<file path="src/rtl/scorer_pkg.sv">
// Shared types and helpers for the frame-synchronous penalty scorer.
package scorer_pkg;

  localparam int unsigned SCORE_W = 3;

  typedef enum logic [1:0] {
    IDLE,
    PLAY,
    OVER
  } scorer_state_t;

  // Saturating increment; callers guarantee lim fits in SCORE_W bits.
  function automatic logic [SCORE_W-1:0] sat_inc(input logic [SCORE_W-1:0] v,
                                                 input logic [SCORE_W-1:0] lim);
    if (v >= lim) return lim;
    return v + 1'b1;
  endfunction

endpackage

</file>
<file path="src/rtl/scorer_if.sv">
// Game-logic side of the scorer: event pulses in, overlay-facing score/status out.
interface scorer_if;

  logic                          new_frame_in;
  logic                          start_in;
  logic                          miss_in;
  logic [scorer_pkg::SCORE_W-1:0] score_out;
  logic                          active_out;
  logic                          game_over_out;

  modport master (
    output new_frame_in, start_in, miss_in,
    input  score_out, active_out, game_over_out
  );

  modport slave (
    input  new_frame_in, start_in, miss_in,
    output score_out, active_out, game_over_out
  );

endinterface

</file>
<file path="src/rtl/scorer_frame_timer.sv">
// Loadable down-counter that steps once per enabled frame and stops at zero.
module frame_timer #(
  parameter int unsigned W = 1
) (
  input  logic         clk_i,
  input  logic         rst_i,
  input  logic         load_i,
  input  logic [W-1:0] load_val_i,
  input  logic         en_i,
  output logic         zero_o
);

  logic [W-1:0] count_q, count_d;

  always_comb begin
    count_d = count_q;
    if (load_i) begin
      count_d = load_val_i;
    end else if (en_i && (count_q != '0)) begin
      count_d = count_q - 1'b1;
    end
  end

  always_ff @(posedge clk_i) begin
    if (rst_i) begin
      count_q <= '0;
    end else begin
      count_q <= count_d;
    end
  end

  assign zero_o = (count_q == '0);

endmodule

</file>
<file path="src/rtl/scorer.sv">
// Penalty scorer: latches in-frame misses and applies them only at frame
// boundaries, with a post-miss cooldown and a round timeout.
module scorer
  import scorer_pkg::*;
#(
  parameter int unsigned MAX_SCORE       = 7,
  parameter int unsigned COOLDOWN_FRAMES = 30,
  parameter int unsigned ROUND_FRAMES    = 1800
) (
  input  logic     clk_in,
  input  logic     rst_in,
  scorer_if.slave  bus
);

  localparam int unsigned CD_W = (COOLDOWN_FRAMES > 0) ? $clog2(COOLDOWN_FRAMES + 1) : 1;
  localparam int unsigned RF_W = (ROUND_FRAMES > 1) ? $clog2(ROUND_FRAMES) : 1;
  localparam logic [CD_W-1:0]    CD_LOAD = CD_W'(COOLDOWN_FRAMES);
  localparam logic [RF_W-1:0]    RF_LOAD = RF_W'(ROUND_FRAMES - 1);
  localparam logic [SCORE_W-1:0] MAX_S   = SCORE_W'(MAX_SCORE);

  scorer_state_t      state_q, state_d;
  logic [SCORE_W-1:0] score_q, score_d;
  logic               pending_q, pending_d;
  logic               active_q, active_d;
  logic               over_q, over_d;

  logic               eff_miss;
  logic               cd_load, cd_en, cd_zero;
  logic [CD_W-1:0]    cd_val;
  logic               rt_load, rt_en, rt_zero;

  frame_timer #(.W(CD_W)) u_cooldown (
    .clk_i      (clk_in),
    .rst_i      (rst_in),
    .load_i     (cd_load),
    .load_val_i (cd_val),
    .en_i       (cd_en),
    .zero_o     (cd_zero)
  );

  // Loaded with ROUND_FRAMES-1, so zero at a frame pulse marks the final frame.
  frame_timer #(.W(RF_W)) u_round (
    .clk_i      (clk_in),
    .rst_i      (rst_in),
    .load_i     (rt_load),
    .load_val_i (RF_LOAD),
    .en_i       (rt_en),
    .zero_o     (rt_zero)
  );

  always_comb begin
    state_d   = state_q;
    score_d   = score_q;
    pending_d = pending_q;
    eff_miss  = 1'b0;
    cd_load   = 1'b0;
    cd_val    = '0;
    cd_en     = 1'b0;
    rt_load   = 1'b0;
    rt_en     = 1'b0;

    case (state_q)
      IDLE, OVER: begin
        if (bus.start_in) begin
          state_d   = PLAY;
          score_d   = '0;
          pending_d = 1'b0;
          cd_load   = 1'b1;
          rt_load   = 1'b1;
        end
      end
      PLAY: begin
        eff_miss = pending_q | (bus.miss_in & cd_zero);
        if (bus.new_frame_in) begin
          pending_d = 1'b0;
          rt_en     = 1'b1;
          if (eff_miss) begin
            score_d = sat_inc(score_q, MAX_S);
            cd_load = 1'b1;
            cd_val  = CD_LOAD;
          end else begin
            cd_en = 1'b1;
          end
          if ((score_d == MAX_S) || rt_zero) begin
            state_d = OVER;
          end
        end else if (bus.miss_in && cd_zero && !pending_q) begin
          pending_d = 1'b1;
        end
      end
      default: state_d = IDLE;
    endcase

    active_d = (state_d == PLAY);
    over_d   = (state_d == OVER);
  end

  always_ff @(posedge clk_in) begin
    if (rst_in) begin
      state_q   <= IDLE;
      score_q   <= '0;
      pending_q <= 1'b0;
      active_q  <= 1'b0;
      over_q    <= 1'b0;
    end else begin
      state_q   <= state_d;
      score_q   <= score_d;
      pending_q <= pending_d;
      active_q  <= active_d;
      over_q    <= over_d;
    end
  end

  assign bus.score_out     = score_q;
  assign bus.active_out    = active_q;
  assign bus.game_over_out = over_q;

endmodule

</file>
<file path="src/flat_wrapper.sv">
// flat-port wrapper written by rule: the top's interface ports become plain ports
module scorer_flat import scorer_pkg::*;
#(
  parameter int unsigned MAX_SCORE       = 7,
  parameter int unsigned COOLDOWN_FRAMES = 30,
  parameter int unsigned ROUND_FRAMES    = 1800
)
  (clk_in, rst_in, bus_new_frame_in, bus_start_in, bus_miss_in, bus_score_out, bus_active_out, bus_game_over_out);
  scorer_if bus_i ();
  input  logic clk_in;
  input  logic rst_in;
  input wire logic [$bits(bus_i.new_frame_in)-1:0] bus_new_frame_in;
  input wire logic [$bits(bus_i.start_in)-1:0] bus_start_in;
  input wire logic [$bits(bus_i.miss_in)-1:0] bus_miss_in;
  output wire logic [$bits(bus_i.score_out)-1:0] bus_score_out;
  output wire logic [$bits(bus_i.active_out)-1:0] bus_active_out;
  output wire logic [$bits(bus_i.game_over_out)-1:0] bus_game_over_out;
  assign bus_i.new_frame_in = bus_new_frame_in;
  assign bus_i.start_in = bus_start_in;
  assign bus_i.miss_in = bus_miss_in;
  assign bus_score_out = bus_i.score_out;
  assign bus_active_out = bus_i.active_out;
  assign bus_game_over_out = bus_i.game_over_out;
  scorer #(.MAX_SCORE(MAX_SCORE), .COOLDOWN_FRAMES(COOLDOWN_FRAMES), .ROUND_FRAMES(ROUND_FRAMES)) u_core (.clk_in(clk_in), .rst_in(rst_in), .bus(bus_i));
endmodule
</file>
<file path="config.mk">
export PLATFORM = sky130hd
export DESIGN_NAME = scorer_flat
export DESIGN_NICKNAME = d
export VERILOG_FILES = /design/src/rtl/scorer_pkg.sv /design/src/rtl/scorer_if.sv /design/src/rtl/scorer_frame_timer.sv /design/src/rtl/scorer.sv /design/src/flat_wrapper.sv
export SDC_FILE = /design/constraint.sdc
export NUM_CORES = 1
export LEC_CHECK = 0
export ABC_AREA = 1
export CAP_MARGIN = 20
export CORE_ASPECT_RATIO = 1.75
export CORE_UTILIZATION = 45
export DETAILED_ROUTE_END_ITERATION = 8
export GPL_ROUTABILITY_DRIVEN = 0
export PLACE_DENSITY = 0.67
export SYNTH_ARGS = -nofsm -noshare
export SYNTH_HDL_FRONTEND = slang
export SYNTH_SLANG_ARGS = --single-unit
</file>
<file path="constraint.sdc">
create_clock -name clk_in -period 1.9 [get_ports clk_in]
set_input_delay 0.285 -clock clk_in [delete_from_list [all_inputs] [get_ports clk_in]]
set_output_delay 0.285 -clock clk_in [all_outputs]
set_load 0.03 [all_outputs]
</file>
* Yosys cells after proc, flatten, opt, wreduce, memory -nomap -nowiden
Cells that the tools add are included.
Widths: inputs -> output; s select.
** Word-level totals
- Register bits :: 24
- Input bits :: 5
- Output and inout port bits :: 5
** Operators by class
- Add/sub/neg operators :: 3
- Magnitude comparators :: 1
- Equal/unequal tests :: 8
- Mux-type cells :: 37
- Bitwise logic cells :: 2
- Reduce and logical (&&, ||, !) cells :: 18
** Operators by type and width (count)
- $mux 5 :: 5
- $mux 11 :: 2
- $mux 3 :: 7
- $mux 1 :: 16
- $logic_not 11->1 :: 1
- $reduce_bool 11->1 :: 1
- $sub 11x1->11 const B :: 1
- $mux 2 :: 3
- $pmux 3 s2 :: 1
- $reduce_and 3->1 :: 2
- $reduce_bool 2->1 :: 3
- $logic_not 5->1 :: 1
- $reduce_bool 5->1 :: 1
- $sub 5x1->5 const B :: 1
- $eq 2x1->1 const B :: 2
- $eq 2x2->1 const B :: 2
- $logic_and 1x1->1 :: 4
- $ne 2x2->1 const B :: 2
- $pmux 1 s2 :: 2
- $pmux 2 s2 :: 1
- $reduce_or 2->1 :: 2
- $add 3x1->3 const B :: 1
- $eq 3x3->1 const B :: 1
- $ge 3x3->1 const B :: 1
- 6 further kinds :: 6

* Longest topological paths before layout
- Depth after elaboration :: 16
- Depth in mapped cells :: 14
- Gate-level depth less buffers :: 14

* Cells and area by module
A second synthesis with hierarchy kept.
** Unflattened totals
- Cell total of the unflattened synthesis :: 248
- Area total of the unflattened synthesis :: 1610.3 µm²
** By module, submodules not included
- frame_timer (u_core.u_round) :: instances 1, cells an instance 118, area an instance 785.8 µm²
- scorer :: instances 1, cells an instance 72, area an instance 476.7 µm²
- frame_timer (u_core.u_cooldown) :: instances 1, cells an instance 58, area an instance 347.8 µm²

* Worst setup path after synthesis
Ideal clock, no wire load.
- Kind :: reg2reg
- Start point :: reg u_core.score_q[0] (netlist: u_core.bus.score_out[0])
- End point :: reg u_core.active_q (netlist: u_core.bus.active_out)
- Data arrival time :: 1.480 ns
- Path slack :: 0.288 ns
- Stages on the path, launching flop included :: 14
- Buffers on the path :: 0
- Cells stage by stage :: dfxtp_1 ha_1 ha_1 inv_1 nand2_1 inv_1 nand2_1 nand2_1 nand2_1 nand3_1 nand2_1 nand2_1 nand2_1 a21oi_1
** Between the ends
- Word-level cells in the longest chain between the ends :: 15
- Elaborated cells between the ends (all ways) :: 16
** Ends and longest elaborated chain
- from (decl) :: RTL line scorer.sv:22 : logic [SCORE_W-1:0] score_q, score_d;
- from (signal assigned) :: RTL line scorer.sv:107 : score_q <= score_d;
- $ge 3x3->1 :: RTL line scorer_pkg.sv:15 : if (v >= lim) return lim;
- $mux 1 :: RTL line scorer_pkg.sv:15
- $mux 1 :: RTL line scorer.sv:77 : if (eff_miss) begin
- $mux 1 :: RTL line scorer.sv:74 : if (bus.new_frame_in) begin
- $mux 1 :: RTL line scorer.sv:62 : case (state_q)
- $mux 3 :: RTL line scorer_pkg.sv:16 : return v + 1'b1;
- $mux 3 * :: RTL line scorer.sv:77
- $mux 3 * :: RTL line scorer.sv:74
- $mux 3 * :: RTL line scorer.sv:62
- $eq 3x3->1 * :: RTL line scorer.sv:84 : if ((score_d == MAX_S) || rt_zero) begin
- $logic_or 1x1->1 * :: RTL line scorer.sv:84
- $mux 2 * :: RTL line scorer.sv:84
- $mux 2 * :: RTL line scorer.sv:74
- $pmux 2 s2 * :: RTL line scorer.sv:62
- $eq 2x1->1 * :: RTL line scorer.sv:94 : active_d = (state_d == PLAY);
- to (signal assigned) :: RTL line scorer.sv:109 : active_q <= active_d;
- to (decl) :: RTL line scorer.sv:24 : logic active_q, active_d;
Every way passes the cells marked *; elsewhere a longest branch is shown, timed or not. The select of a mux whose other input is x is not followed.
A chain may end at the register's enable or synchronous reset.

* Worst setup path after layout
- Start point :: reg u_core.score_q[0] (netlist: u_core.bus.score_out[0])
- End point :: out bus_score_out[0]
** RTL lines
- to (decl) :: RTL line flat_wrapper.sv:15 : output wire logic [$bits(bus_i.score_out)-1:0] bus_score_out;
No word-level cell between the ends.

==> results.txt <==
Switching Power = 0.404 mW
Initial DRT Pass Iterations = 4
Yosys top cell by area = dfxtp_1
Worst Path Buf+Inv = 1
Netlist cell types = 33
Hold WC Path Type = flop to flop
Layout area overhead = 14.9%
Number of gates resized after cts = 0
Number of synthesized register bits = 24
Syn_nets = 200
Crit Path Class = flop to output pin
Fillers = 297
Syn Std Cell Area = 1420 sq um
Post-DP Area = 1580 sq um
Startpoint Class = flop
Pin count of the biggest net entering global routing = 15
Asr flop ratio synth = 0
Flop pwr share = 0.451
Pwr Total = 1.26 mW
Num CTS Buffers = 3
Worst path depth = 1
CP Cell Sequence = clkdlybuf4s50_1
CP Data Arrival Time = 1.42 ns
Clk pin slew, worst setup/hold paths = 0.08 ns
Core Rows = 26
Critical Path RT = 1.62 ns
Reg2Reg Setup Slack = 0.25 ns
Synth top area cells = dfxtp_1 (34%), nand2_1 (11%), inv_1 (7.4%), ha_1 (5.3%), a21oi_1 (4.9%)
Clk pwr share = 0.276
H-tree levels = 1
Logic pwr share = 0.273
R2R cell count = 10
Setup bufs post-CTS = 0
1st-iter DRT viols = 17
Hold-fix buffers, CTS = 0
Port Buffers = 9
Endpoint type of the worst setup path = output pin
Slew Viols, Final = 0
Die height = 76.3 um
Power Density = 772 nW/um^2
Post-layout min period = 1.70 ns
# DRC = 0
Setup TNS = 0 ns
Final Hold Vio Count = 0
Crit-path max FO = 6
Most frequent cell after synthesis = nand2_1
Die width = 44.5 um
Core ar. = 2960 sq um
GR Overflow Total = 0
Internal = 0.855 mW
CTS tree = yes
Peak supply drop = 497 uV
Initial Util = 0.480
Cell count after synthesis = 189
Maximum clock path buffer count = 2
Post-Place Cells = 241
Post-DR wirelength/cell = 11.8 um
Sw Ratio = 0.321
Io pins = 10
CP peak stage delay = 0.71 ns
Antenna viol nets, final = 0
MaxCap Viol Count = 0
Clk sinks = 24
Layout Cells excl Fill = 245
Via density = 5.07
Final WL = 2890 um
Clock latency on the worst-skew pair = 0.27 ns
Slew @ Worst Pin = 0.310 ns
Leak Pwr = 0.739 nW
Initial antenna violation count = 0
Setup-failing EPs final = 0
Worst slew margin = 0.793
Final period util = 0.895
Root buf cell = clkbuf_8
Layout Skew = 0.00295 ns
Share of layout cells above drive strength 1 = 0.172
Avg Inst Size Synth = 7.51 sq um
Post-synthesis sequential area ratio = 0.338
Nets = 215
FMAX = 588 MHz
Die area = 3390 sq um
Hpwl dp = 2320 um
Design area = 1630 sq um
Vias = 1243
Vias in the first global route = 1233
Ys flop type = dfxtp_1
Post-synth EDFFs = 0
Most frequent cells after synthesis = nand2_1 (41), inv_1 (28), dfxtp_1 (24), a21oi_1 (14), nor2_1 (10)
GRT Total Usage = 0.192
Antenna cell count = 0
Slowest cell on crit path = clkdlybuf4s50_1
Syn. warnings = 0
Top-area cell type share of the netlist area = 0.338
Outcome = complete, no violations
Hold path cells = 2
First-pass GRT wire length = 4980 um
Kind of cell adding the most delay to the critical path = buffers and inverters
RSZ-0062 raised after global routing = no
## flip-flops by register name (all words and copies together) (netlist names)
register                   flops
u_core.bus.active_out          1
u_core.bus.game_over_out       1
u_core.bus.score_out           3
u_core.pending_q               1
u_core.state_q                 2
u_core.u_cooldown.count_q      5
u_core.u_round.count_q        11
## power by group through the flow
stage | combinational (mW) | clock (mW) | sequential [mW]
detailed placement | 0.345 | 0 | 0.581
CTS | 0.346 | 0.360 | 0.569
global route | 0.389 | 0.380 | 0.574
finish | 0.343 | 0.348 | 0.569
global placement | 0.334 | 0 | 0.579
floorplan | 0.260 | 0 | 0.582
## placed cells by master (no fill, tap or decap), types with 4 or more instances in the layout
cell type        count
inv_1               28
ha_1                 6
xor2_1               5
clkbuf_8             4
nand3_1              8
o21ai_0              6
nand2_1             41
dfxtp_1             24
nor2_2               7
nor2_4               4
nor2_1              10
a21oi_1             14
clkdlybuf4s50_1      9
## per-stage QoR
stage / util / setup slack [ns] / hold WS [ns]
6_report: 0.551 / 0.199 / 0.520
2_1_floorplan: - / 0.288 / 0.363
3_3_place_gp: 0.533 / 0.269 / 0.506
5_1_grt: 0.551 / 0.117 / 0.551
4_1_cts: 0.551 / 0.180 / 0.523
3_5_place_dp: 0.533 / 0.237 / 0.510
## worst min-delay path: cells and delay by family (launching register included)
family | cells | cell delay [ns]
AOI/OAI and AO/OA | 1 | 0.05
DFF | 1 | 0.35
and+or+nand+nor | 1 | 0.07
## final cells by class
class	count	area (sq um)	share of cell area
Clock buffer	4	55.1	0.0337
Inverter	32	133	0.0813
Multi-Input combinational cell	131	798	0.489
Sequential cell	24	480	0.294
Tap cell	42	52.6	0.0322
Timing Repair Buffer	12	113	0.0690
## cell families (layout without fill, tap and decap cells)
kind of cell | after synthesis | count (layout) | synth area share
AND/OR/NAND/NOR | 85 | 85 | 0.317
buffers and inverters | 34 | 48 | 0.0996
AO/OA/AOI/OAI | 33 | 33 | 0.149
flip-flops | 24 | 24 | 0.338
XOR/XNOR | 7 | 7 | 0.0432
adder cells (fa/ha/maj) | 6 | 6 | 0.0529
## path summary, 6_finish.rpt
check | from | endpoint
setup reg to reg | u_core.u_round.count_q[0] | u_core.u_round.count_q[6]
setup / recovery | u_core.bus.score_out[0] | bus_score_out[0]
hold reg to reg | u_core.u_round.count_q[7] | u_core.u_round.count_q[7]
hold / removal | u_core.u_round.count_q[7] | u_core.u_round.count_q[7]
## metal layers
layer	track usage	wire length [um]	vias up
li1	-	-	634
met3	0.0237	45	7
met4	0.100	80	0
met5	0	0	-
met1	0.180	1100	585
met2	0.369	1660	17
No activity file was read; power rests on OpenSTA's default activity.
